`src/rtl/score_pkg.sv`:
```
// Shared types and constants for the score tracker: score width, terminal score and FSM states.
package score_pkg;

    typedef logic [2:0] score_t;

    localparam score_t MAX_SCORE = 3'd7;

    typedef enum logic [1:0] {
        ST_PLAY = 2'd0,
        ST_HOLD = 2'd1,
        ST_OVER = 2'd2
    } state_e;

    // Saturating increment: a score at MAX_SCORE never wraps back to zero.
    function automatic score_t score_inc(input score_t s);
        return (s == MAX_SCORE) ? s : s + 3'd1;
    endfunction

endpackage

```
`src/rtl/edge_sync.sv`:
```
// Per-input conditioning for one win line: optional 2-flop synchronizer (SCORE_TRACKER_SYNC_EN)
// followed by a rising-edge detector whose previous-sample register resets high.
module edge_sync (
    input  logic clk,
    input  logic reset_n,
    input  logic din,
    output logic level,
    output logic rise
);

    logic prev_d, prev_q;

`ifdef SCORE_TRACKER_SYNC_EN
    logic [1:0] sync_d, sync_q;
    logic [1:0] prime_d, prime_q;

    always_comb begin
        sync_d  = {sync_q[0], din};
        prime_d = {prime_q[0], 1'b1};
    end

    always_ff @(posedge clk or negedge reset_n) begin
        if (!reset_n) begin
            sync_q  <= '0;
            prime_q <= '0;
        end else begin
            sync_q  <= sync_d;
            prime_q <= prime_d;
        end
    end

    assign level = sync_q[1];

    // Pin prev high until the synchronizer has flushed its reset zeros, so a line
    // held high through reset release is not seen as a fresh rise.
    always_comb prev_d = prime_q[1] ? level : 1'b1;
`else
    assign level = din;

    always_comb prev_d = level;
`endif

    always_ff @(posedge clk or negedge reset_n) begin
        if (!reset_n) prev_q <= 1'b1;
        else          prev_q <= prev_d;
    end

    assign rise = level & ~prev_q;

endmodule

```
`src/rtl/score_tracker.sv`:
```
// Two-player score keeper: counts round wins to 7, pulses round_reset per event, freezes on game over.
// Define SCORE_TRACKER_SYNC_EN to pass win_left, win_right and clear through 2-flop synchronizers.
module score_tracker
    import score_pkg::*;
(
    input  logic       clk,
    input  logic       reset_n,
    input  logic       win_left,
    input  logic       win_right,
    input  logic       clear,
    output logic [2:0] score_left,
    output logic [2:0] score_right,
    output logic       round_reset,
    output logic       game_over,
    output logic       winner
);

    logic   lvl_left, lvl_right, rise_left, rise_right, clr;

    state_e state_d, state_q;
    score_t score_left_d, score_left_q;
    score_t score_right_d, score_right_q;
    logic   round_reset_d, round_reset_q;
    logic   game_over_d, game_over_q;
    logic   winner_d, winner_q;

    edge_sync u_left (
        .clk     (clk),
        .reset_n (reset_n),
        .din     (win_left),
        .level   (lvl_left),
        .rise    (rise_left)
    );

    edge_sync u_right (
        .clk     (clk),
        .reset_n (reset_n),
        .din     (win_right),
        .level   (lvl_right),
        .rise    (rise_right)
    );

`ifdef SCORE_TRACKER_SYNC_EN
    logic [1:0] clr_sync_d, clr_sync_q;

    always_comb clr_sync_d = {clr_sync_q[0], clear};

    always_ff @(posedge clk or negedge reset_n) begin
        if (!reset_n) clr_sync_q <= '0;
        else          clr_sync_q <= clr_sync_d;
    end

    assign clr = clr_sync_q[1];
`else
    assign clr = clear;
`endif

    always_comb begin
        state_d       = state_q;
        score_left_d  = score_left_q;
        score_right_d = score_right_q;
        game_over_d   = game_over_q;
        winner_d      = winner_q;
        round_reset_d = 1'b0;

        if (clr) begin
            state_d       = ST_PLAY;
            score_left_d  = '0;
            score_right_d = '0;
            game_over_d   = 1'b0;
            winner_d      = 1'b0;
            round_reset_d = 1'b1;
        end else begin
            case (state_q)
                ST_PLAY: begin
                    if (rise_left && rise_right) begin
                        round_reset_d = 1'b1;
                        state_d       = ST_HOLD;
                    end else if (rise_left) begin
                        round_reset_d = 1'b1;
                        score_left_d  = score_inc(score_left_q);
                        if (score_left_d == MAX_SCORE) begin
                            state_d     = ST_OVER;
                            game_over_d = 1'b1;
                            winner_d    = 1'b0;
                        end else begin
                            state_d     = ST_HOLD;
                        end
                    end else if (rise_right) begin
                        round_reset_d = 1'b1;
                        score_right_d = score_inc(score_right_q);
                        if (score_right_d == MAX_SCORE) begin
                            state_d     = ST_OVER;
                            game_over_d = 1'b1;
                            winner_d    = 1'b1;
                        end else begin
                            state_d     = ST_HOLD;
                        end
                    end
                end
                // Wait for the playfield to drop both win levels before the next round counts.
                ST_HOLD: begin
                    if (!lvl_left && !lvl_right) state_d = ST_PLAY;
                end
                ST_OVER: begin
                    state_d = ST_OVER;
                end
                default: begin
                    state_d = ST_PLAY;
                end
            endcase
        end
    end

    always_ff @(posedge clk or negedge reset_n) begin
        if (!reset_n) begin
            state_q       <= ST_PLAY;
            score_left_q  <= '0;
            score_right_q <= '0;
            round_reset_q <= 1'b0;
            game_over_q   <= 1'b0;
            winner_q      <= 1'b0;
        end else begin
            state_q       <= state_d;
            score_left_q  <= score_left_d;
            score_right_q <= score_right_d;
            round_reset_q <= round_reset_d;
            game_over_q   <= game_over_d;
            winner_q      <= winner_d;
        end
    end

    assign score_left  = score_left_q;
    assign score_right = score_right_q;
    assign round_reset = round_reset_q;
    assign game_over   = game_over_q;
    assign winner      = winner_q;

endmodule

```
`config.mk`:
```
export PLATFORM = sky130hd
export DESIGN_NAME = score_tracker
export DESIGN_NICKNAME = d
export VERILOG_FILES = /design/src/rtl/score_pkg.sv /design/src/rtl/edge_sync.sv /design/src/rtl/score_tracker.sv
export SDC_FILE = /design/constraint.sdc
export NUM_CORES = 1
export LEC_CHECK = 0
export CAP_MARGIN = 5
export CELL_PAD_IN_SITES_DETAIL_PLACEMENT = 1
export CELL_PAD_IN_SITES_GLOBAL_PLACEMENT = 2
export CORE_MARGIN = 2
export CORE_UTILIZATION = 32
export DETAILED_ROUTE_END_ITERATION = 7
export HOLD_SLACK_MARGIN = 0.03
export MAX_ROUTING_LAYER = met4
export PLACE_DENSITY_LB_ADDON = 0.1
export SETUP_SLACK_MARGIN = 0.02
export SLEW_MARGIN = 5
export SYNTH_ARGS = -nofsm -noshare
export SYNTH_HDL_FRONTEND = slang
export SYNTH_HIERARCHICAL = 1
export SYNTH_SLANG_ARGS = --single-unit
```
`constraint.sdc`:
```
create_clock -name clk -period 3.7 [get_ports clk]
set_input_delay 0.37 -clock clk [delete_from_list [all_inputs] [get_ports clk]]
set_output_delay 0.37 -clock clk [all_outputs]
set_load 0.02 [all_outputs]
```
==> impl_metrics.tcl <==
set metrics [dict create \
    status "complete, no violations" \
    clockBufferDepth 2 \
    crit_path_start "win_left" \
    viasPerCell 4.99 \
    powerDensity_nw_per_um2 325 \
    crit_type "input port to flop" \
    core_area_um2 1980 \
    yosys_warnings 6 \
    place.gp.congestion 0.714 \
    path_cells "clkdlybuf4s50_1, nor2b_4, nor4b_1, nand2_1, xor2_1, nor2_1" \
    ctsResizeCount 0 \
    final-hold-violation-count 0 \
    r2r_end "winner$_DFFE_PN0P_" \
    vias 539 \
    start_util_pct 34.4 \
    power_uw 277 \
    wl_met3_um 62 \
    final_area_um2 853 \
    rsz0062_at_grt "false" \
    reg2reg_slack_ps 2000 \
    grt_max_degree 14 \
    finalCritPeriodShare_pct 50.2 \
    ys_ff_latch 13 \
    drive_above_1_share_pct 9.88 \
    synth_cell_type_count 25 \
    final_cell_mix "13 x clkdlybuf4s50_1, 11 x dfrtp_1, 7 x nor2_1" \
    synthToLayoutAreaGrowth_pct 25.1 \
    multi_input_area_um2 320 \
    cts_made_buffers 3 \
    cts_hold_buf 0 \
    routedWlPerCell_um 13.5 \
    die_area_um2 2520 \
    tightest_slew_ps 597 \
    pin_count 14 \
    dpl_cell_area_um2 827 \
    syn_inst 67 \
    clk_pin_slew_worst_paths_ps 80 \
    grt_pass1_vias 550 \
    met2_length_um 655 \
    grtUsageTotal_pct 13.7 \
    yosys-top-cells-area "dfrtp_1 40%, dfstp_2 7.7%, xor2_1 5.1%, a21oi_1 4.4%, nor2b_4 4.0%" \
    regArea_um2 328 \
    cap_violations 0 \
    drt_iter0_drc 2 \
    hpwl_mm 1.08 \
    antennaDiodeCount 0 \
    clk_latency_ps 270 \
    n_fill_cell 228 \
    htreeDepth 1 \
    final_common_cell "clkdlybuf4s50_1" \
    slew_headroom_pct 60.1 \
    finalSetupViolations 0 \
    fin_crit_ps 1860 \
    dr.pass1.iters 4 \
    slew_violations 0 \
    drc 0 \
    synth.top_cell.area_share_pct 40.4 \
    r2r_cells 5 \
    final_nets 89 \
    rows 16 \
    cts.sinks 13 \
    cts_tree "done" \
    postCtsSetupBuffers 0 \
    power_leakage_uw 0.000363 \
    cp-end-kind "flop" \
    die_w_um 50.2 \
    antenna_found_initial 0 \
    avgSynthCellArea_um2 10.2 \
    fin_skew_ps 1.46 \
    synth_top_cell_by_area "dfrtp_1" \
    cp_max_fo 7 \
    cp.arrival_ps 2000 \
    wl_met1_um 720 \
    finalWirelength_mm 1.46 \
    synth_seq_area_share_pct 48.1 \
    crit_buf_inv 1 \
    clock-root-buffer "clkbuf_4" \
    timing.critical_path.required_ps 3840 \
    die_height_um 50.2 \
    endpoint "score_left[0]$_DFFE_PN0P_" \
    drtAntennaViolNets 0 \
    routed.top_layer "met4" \
    crit_path_top_delay_cell "nor4b_1" \
    setup_tns_ps 0 \
    vdd_drop_max_mv 0.141 \
    grt_remaining_overflow 0 \
    r2r_start "score_left[0]$_DFFE_PN0P_" \
    fmax_ghz 0.538 \
    synthesis.area_um2 682 \
    hold_class "input port to async pin" \
    cp_top_family "simple AND/OR/NAND/NOR gates" \
    cp_slowest_stage_delay_ps 510 \
    portBuffers 13 \
    syn_nets 74 \
    cp-start-kind "input port" \
    critical_path_depth 6 \
    grt_pass1_wl_mm 2.51 \
]
==> routing by layer <==
layer  vias up  global-route usage, %
li1        263                      -
met1       260                   18.1
met2        12                   20.0
met3         4                   3.57
met4         0                   5.56
met5         -                      -
==> synthesized netlist by cell type <==
library cell  number
dfstp_2            2
o211ai_1           1
nor2b_4            2
nand3_1            3
inv_1              4
a21oi_1            6
nor3_1             2
ha_1               2
buf_4              2
dfrtp_1           11
or3_1              1
and3_1             1
nor4b_2            1
o311ai_0           1
nor4b_1            2
o31a_1             3
clkbuf_1           1
nor2_1             7
nand2_1            6
xor2_1             4
o21ai_1            1
nand3b_1           1
and4b_1            1
a32o_1             1
xnor2_1            1
==> per-stage QoR <==
stage                     cells  setup slack, ps  hold WS, ps  utilization, %
after global placement      104             1560          515            41.7
after floorplan              67             2060         74.4               -
final                       108             1840          472            43.1
after CTS                   108             1800          495            43.1
after global routing        108             1710          515            43.1
after detailed placement    104             1500          527            41.7
==> registers in the layout, indices dropped and copies added (netlist names) <==
register / flops
game_over: 1
round_reset: 1
score_left: 3
score_right: 3
state_q: 2
u_left/prev_q: 1
u_right/prev_q: 1
winner: 1
==> cell families (layout without fill, tap and decap cells) <==
kind of cell,Yosys count,count (layout),synth area share (%)
xor gates and xnor gates,5,5,6.42
and+or+nand+nor,27,27,24.0
adders and majority gates,2,2,3.67
AOI/OAI and AO/OA,13,13,12.8
DFF,13,13,48.1
buffers and inverters,7,21,4.95
==> report_power, final <==
group          internal (uW)  switching, uW  total, uW
sequential               148           5.43        153
clock                   41.7           45.4       87.2
combinational           17.2           19.8       37.0
total                    207           70.6        277
==> worst min-delay path by stage <==
stage	from	end	depth (start not counted)
floorplan	reset_n	game_over$_DFFE_PN0P_	0
global placement	game_over$_DFFE_PN0P_	game_over$_DFFE_PN0P_	1
detailed placement	game_over$_DFFE_PN0P_	game_over$_DFFE_PN0P_	1
CTS	reset_n	round_reset$_DFF_PN0_	1
global route	reset_n	winner$_DFFE_PN0P_	1
finish	reset_n	winner$_DFFE_PN0P_	1
==> layout make-up <==
cell class,count,share of cell area [%]
Clock buffer,4,3.08
Inverter,4,1.76
Multi-Input combinational cell,47,37.5
Sequential cell,13,38.4
Tap cell,27,3.96
Timing Repair Buffer,13,15.2
No activity file was read; power rests on OpenSTA's default activity.
